==> src/rtl/matrix_mult_stream.sv <==
// Streaming NxN matrix multiplier C = A x B: loads A then B as row-major beats,
// accumulates C over N cycles on an NxN MAC array, then drains C with backpressure.
module matrix_mult_stream #(
  parameter int DATA_W = 8,
  parameter int N      = 4,
  parameter int LANES  = 4,
  parameter int SIGNED = 0,
  parameter int ACC_W  = 2*DATA_W + $clog2(N)
) (
  input  logic                     clk,
  input  logic                     reset,
  input  logic                     in_valid,
  output logic                     in_ready,
  input  logic [LANES*DATA_W-1:0]  in_data,
  output logic                     out_valid,
  input  logic                     out_ready,
  output logic [LANES*ACC_W-1:0]   out_data,
  output logic                     out_last,
  output logic                     busy
);

  localparam int BEATS = N*N/LANES;
  localparam int BW    = (BEATS > 1) ? $clog2(BEATS) : 1;
  localparam int KW    = (N > 1) ? $clog2(N) : 1;
  localparam int EW    = (N*N > 1) ? $clog2(N*N) : 1;
  localparam int PW    = 2*DATA_W;

  typedef enum logic [1:0] {LOAD_A, LOAD_B, COMPUTE, DRAIN} state_t;

  state_t state, state_nxt;

  logic [DATA_W-1:0] a_mem [N*N];
  logic [DATA_W-1:0] b_mem [N*N];
  logic [ACC_W-1:0]  c_mem [N*N];
  logic [ACC_W-1:0]  term  [N*N];

  logic [BW-1:0] in_beat;
  logic [BW-1:0] out_beat;
  logic [KW-1:0] k_cnt;
  logic [LANES*ACC_W-1:0] drain_beat;

  logic in_fire, in_last_beat, k_last, drain_load, drain_done;

  assign in_ready     = (state == LOAD_A) || (state == LOAD_B);
  assign busy         = (state == COMPUTE) || (state == DRAIN);
  assign in_fire      = in_valid && in_ready;
  assign in_last_beat = (in_beat == BW'(BEATS-1));
  assign k_last       = (k_cnt == KW'(N-1));
  // Output register refills on entry to DRAIN and on every non-final handshake,
  // so beats stream back-to-back while out_data stays stable under stall.
  assign drain_load   = (state == DRAIN) && (!out_valid || (out_ready && !out_last));
  assign drain_done   = out_valid && out_ready && out_last;

  always_ff @(posedge clk) begin
    if (reset) state <= LOAD_A;
    else       state <= state_nxt;
  end

  always_comb begin
    state_nxt = state;
    case (state)
      LOAD_A:  if (in_fire && in_last_beat) state_nxt = LOAD_B;
      LOAD_B:  if (in_fire && in_last_beat) state_nxt = COMPUTE;
      COMPUTE: if (k_last)                  state_nxt = DRAIN;
      DRAIN:   if (drain_done)              state_nxt = LOAD_A;
      default:                              state_nxt = LOAD_A;
    endcase
  end

  always_comb begin
    logic [DATA_W-1:0]     a_op;
    logic [DATA_W-1:0]     b_op;
    logic signed [PW-1:0]  prod_s;
    logic [PW-1:0]         prod_u;
    a_op   = '0;
    b_op   = '0;
    prod_s = '0;
    prod_u = '0;
    for (int e = 0; e < N*N; e++) term[e] = '0;
    for (int i = 0; i < N; i++) begin
      for (int j = 0; j < N; j++) begin
        a_op = a_mem[EW'(i*N + int'(k_cnt))];
        b_op = b_mem[EW'(int'(k_cnt)*N + j)];
        if (SIGNED != 0) begin
          prod_s = PW'($signed(a_op)) * PW'($signed(b_op));
          term[EW'(i*N + j)] = ACC_W'(prod_s);
        end else begin
          prod_u = PW'(a_op) * PW'(b_op);
          term[EW'(i*N + j)] = ACC_W'(prod_u);
        end
      end
    end
  end

  always_comb begin
    drain_beat = '0;
    for (int l = 0; l < LANES; l++)
      drain_beat[l*ACC_W +: ACC_W] = c_mem[EW'(int'(out_beat)*LANES + l)];
  end

  // Matrix storage is deliberately left out of reset.
  always_ff @(posedge clk) begin
    if (!reset && in_fire) begin
      for (int l = 0; l < LANES; l++) begin
        if (state == LOAD_A) a_mem[EW'(int'(in_beat)*LANES + l)] <= in_data[l*DATA_W +: DATA_W];
        else                 b_mem[EW'(int'(in_beat)*LANES + l)] <= in_data[l*DATA_W +: DATA_W];
      end
    end
    if (!reset && state == COMPUTE) begin
      for (int e = 0; e < N*N; e++)
        c_mem[EW'(e)] <= ((k_cnt == '0) ? '0 : c_mem[EW'(e)]) + term[EW'(e)];
    end
  end

  always_ff @(posedge clk) begin
    if (reset) begin
      in_beat   <= '0;
      out_beat  <= '0;
      k_cnt     <= '0;
      out_valid <= 1'b0;
      out_last  <= 1'b0;
      out_data  <= '0;
    end else begin
      if (in_fire) in_beat <= in_last_beat ? '0 : in_beat + BW'(1);
      if (state == COMPUTE) k_cnt <= k_last ? '0 : k_cnt + KW'(1);
      if (drain_load) begin
        out_data  <= drain_beat;
        out_valid <= 1'b1;
        out_last  <= (out_beat == BW'(BEATS-1));
        out_beat  <= (out_beat == BW'(BEATS-1)) ? '0 : out_beat + BW'(1);
      end else if (drain_done) begin
        out_valid <= 1'b0;
        out_last  <= 1'b0;
      end
    end
  end

endmodule

==> config.mk <==
export PLATFORM = sky130hd
export DESIGN_NAME = matrix_mult_stream
export DESIGN_NICKNAME = d
export VERILOG_FILES = /design/src/rtl/matrix_mult_stream.sv
export SDC_FILE = /design/constraint.sdc
export NUM_CORES = 2
export LEC_CHECK = 0
export CORE_MARGIN = 5
export CORE_UTILIZATION = 65
export CTS_CLUSTER_SIZE = 14
export DETAILED_ROUTE_END_ITERATION = 8
export PLACE_DENSITY = 0.81
export SYNTH_ARGS = -nofsm -noshare
export SYNTH_HDL_FRONTEND = slang
export SYNTH_SLANG_ARGS = --single-unit
==> constraint.sdc <==
create_clock -name clk -period 14.9 [get_ports clk]
set_input_delay 1.49 -clock clk [delete_from_list [all_inputs] [get_ports clk]]
set_output_delay 1.49 -clock clk [all_outputs]
set_load 0.02 [all_outputs]
==> flow_metrics.py <==
metrics = {
    "final_layout": {
        "diodes": 0,
        "multi_input_area_um2": 22200,
        "drive_above_1_share": 0.0583,
        "synthToLayoutAreaGrowth_pct": 9.06,
        "seqCellArea_um2": 11800,
        "fin_cells": 4442,
        "final_nets": 4413,
        "utilization": 0.716,
        "filler_cell_count": 3998,
    },
    "worst_hold_path": {
        "min_from": "out_data[50]",
        "hold_depth": 2,
        "hp-class": "flip-flop to flip-flop",
        "hold_end": "out_data[50]",
    },
    "clock_network": {
        "post_cts_resized": 0,
        "cts_buffer_depth": 3,
        "hold_buffers": 0,
        "clock_latency_ns": 0.64,
        "cts_tree": "yes",
        "cts_max_level": 2,
        "cts_made_buffers": 49,
        "cts.sinks": 420,
        "clockRootBuffer": "clkbuf_16",
        "path_clk_slew_ns": 0.06,
        "post_cts_buffers": 0,
    },
    "power_and_ir_drop": {
        "leakage_uw": 0.0181,
        "pwr-share-seq": 0.257,
        "p_sw_frac": 0.400,
        "clkPwrFrac": 0.222,
        "ir_drop_uv": 117,
        "p_int_uw": 3440,
        "powerDensity_nw_per_um2": 142,
        "power.switching_uw": 2290,
        "power_frac_comb": 0.521,
    },
    "sta": {
        "finalSetupViolations": 0,
        "skew_ns": 0.0404,
        "hold_viol_final": 0,
        "setup-tns-final_ns": 0,
        "finalCriticalPeriod_ns": 6.73,
        "period_share": 0.452,
        "slew-limit-headroom": 0.267,
        "worst_pin_slew_ns": 1.10,
        "drv_slew": 0,
        "rsz0062_at_grt": "false",
        "max_freq_mhz": 149,
    },
    "floorplan": {
        "fp-row-count": 87,
        "start_util": 0.657,
        "die_w_um": 249,
        "io_pins": 112,
        "core_area_um2": 56500,
        "die-area_um2": 62000,
        "die_h_um": 249,
    },
    "route": {
        "vias": 25688,
        "drt_wl_total_um": 89100,
        "post_drt_wl_per_cell_um": 20.0,
        "initialDrtViolationCount": 1866,
        "postRouteAntennaNets": 0,
        "dr.pass1.iters": 6,
        "drc": 0,
        "viasPerCell": 5.78,
    },
    "critical_path": {
        "reg2reg_depth": 19,
        "critPathRequiredTime_ns": 15.26,
        "r2r-start": "k_cnt[0]",
        "reg2reg_slack_ns": 8.17,
        "path_class": "flip-flop to flip-flop",
        "critPathLaunchType": "flip-flop",
        "arrival_ns": 7.09,
        "r2r_end": "c_mem[2][17]",
        "path_max_fanout": 78,
        "worstSetupEndpointType": "flip-flop",
    },
    "synth": {
        "yosys_warnings": 0,
        "netlist.top_cell.by_area": "edfxtp_1",
        "yosysSeqAreaShare": 0.317,
        "netlist_area_um2": 37100,
        "syn_nets": 4367,
        "synth_top_cell_area_share": 0.272,
        "synthArstFlopShare": 0,
        "yosys_most_used_dff": "edfxtp_1",
        "syn-instance-count": 3600,
        "yosysMostFrequentCell": "inv_1",
        "postSynthAreaPerCell_um2": 10.3,
        "synthTopCellsByArea": "edfxtp_1 (27%), fa_1 (22%), ha_1 (11%), inv_1 (6.8%), dfxtp_1 (4.5%)",
        "synthTopCellsByCount": "inv_1 (674), nor2_1 (448), fa_1 (400), edfxtp_1 (336), ha_1 (331)",
        "yosys.cell_types.count": 80,
        "synth_edf_count": 336,
        "synth-seq-cells": 420,
    },
    "grt": {
        "grt_max_degree": 86,
        "grt_pass1_wl_um": 145000,
        "grt_pass1_vias": 26820,
        "grt_usage": 0.291,
        "antenna_found_initial": 1,
        "overflow": 0,
    },
    "outcome": {
        "outcome": "complete, no violations",
    },
    "placement": {
        "portBuffers": 111,
        "gp_congestion": 0.905,
        "dp_cells": 4351,
        "dpl.hpwl_um": 63300,
    },
    "job": {
        "drv_cap": 0,
    },
}
cells in the final DEF, fill, tap and decap left out, drive strengths merged, types with 4 or more instances in the layout:
master and instances:
a211oi 94, mux2i 118, a21oi 71, buf 33, edfxtp 336, ha 331
and2 12, fa 400, a31oi 13, o31a 4, clkinv 15, o21bai 11
nand3 8, and3 10, xor2 25, inv 677, or2 68, clkdlybuf4s50 110
dfxtp 84, nor2 448, nand2 179, xnor2 64, a21o 40, nor2b 85
a2111oi 5, mux2 41, nand2b 113, clkbuf 68, a21boi 7, bufinv 4
mux4 8, o21a 26, o211ai 7, nand4 7, o21ai 99, o31ai 9
nor3 17
power by group through the flow:
stage                     Clock, uW  Combinational (uW)  Sequential [uW]
after floorplan                   0                2310             1490
after global placement            0                2810             1490
after detailed placement          0                2920             1500
after CTS                      1280                2960             1470
after global routing           1340                3390             1470
final                          1270                2980             1470
stage by stage:
stage               setup slack [ns]  cell area [um2]  hold slack, ns  power (uW)
global placement                8.35            38800           0.480        4300
finish                          8.17            40500           0.496        5730
floorplan                       6.25            37100           0.465        3800
global route                    7.88            40500           0.517        6200
CTS                             8.21            40500           0.498        5720
detailed placement              8.24            38800           0.490        4420
worst max path at each step:
stage                        start      endpoint  depth (start not counted)
after floorplan              reset   c_mem[0][0]                          2
final                     k_cnt[0]  c_mem[2][17]                         19
after global placement    k_cnt[0]  c_mem[4][12]                         18
after CTS                 k_cnt[0]  c_mem[7][17]                         18
after global routing      k_cnt[0]  c_mem[7][17]                         18
after detailed placement  k_cnt[0]  c_mem[4][12]                         18
logic make-up (layout without fill, tap and decap cells):
family / Yosys count / in the layout / share of synthesized area
buffers and inverters: 822 / 908 / 0.0882
and+or+nand+nor: 962 / 962 / 0.120
xor gates and xnor gates: 89 / 89 / 0.0210
muxes: 167 / 167 / 0.0492
adders and majority gates: 731 / 731 / 0.327
AOI/OAI and AO/OA: 409 / 409 / 0.0771
DFF: 420 / 420 / 0.317
cell type report:
type                       instances  share of cell area
multi-input combinational       2358               0.548
sequential                       420               0.291
inverter                         674              0.0625
clock buffer                      68              0.0349
timing repair buffer             143              0.0333
tap                              756              0.0234
clock inverter                    23             0.00720
worst max-delay path: stages (launching register included):
cell	delay [ns]
dfxtp_4	0.33
buf_4	0.70
inv_1	0.20
ha_4	0.44
buf_4	0.45
nand2b_1	0.32
fa_1	0.54
inv_1	0.05
fa_1	0.48
fa_1	0.55
inv_1	0.05
fa_1	0.47
inv_1	0.04
ha_1	0.34
a21oi_1	0.22
nor2b_1	0.09
a211oi_2	0.36
o41ai_1	0.15
a221o_1	0.37
xnor2_1	0.12
per-layer routing:
metal / global-route usage / vias to the layer above / share of wire
met5: 0 / - / 0.000079
met4: 0.122 / 2 / 0.049
met3: 0.0514 / 272 / 0.086
met2: 0.481 / 1075 / 0.47
met1: 0.383 / 12638 / 0.39
li1: - / 11701 / -
registers in the layout, summed over array words and instances (netlist names), named ones only:
| register | cells |
|---|---|
| c_mem | 144 |
| b_mem | 128 |
| out_data | 72 |
| a_mem | 64 |
| in_beat | 2 |
| k_cnt | 2 |
| out_beat | 2 |
| state | 2 |
| out_last | 1 |
| out_valid | 1 |
(Power assumes the default switching activity.)
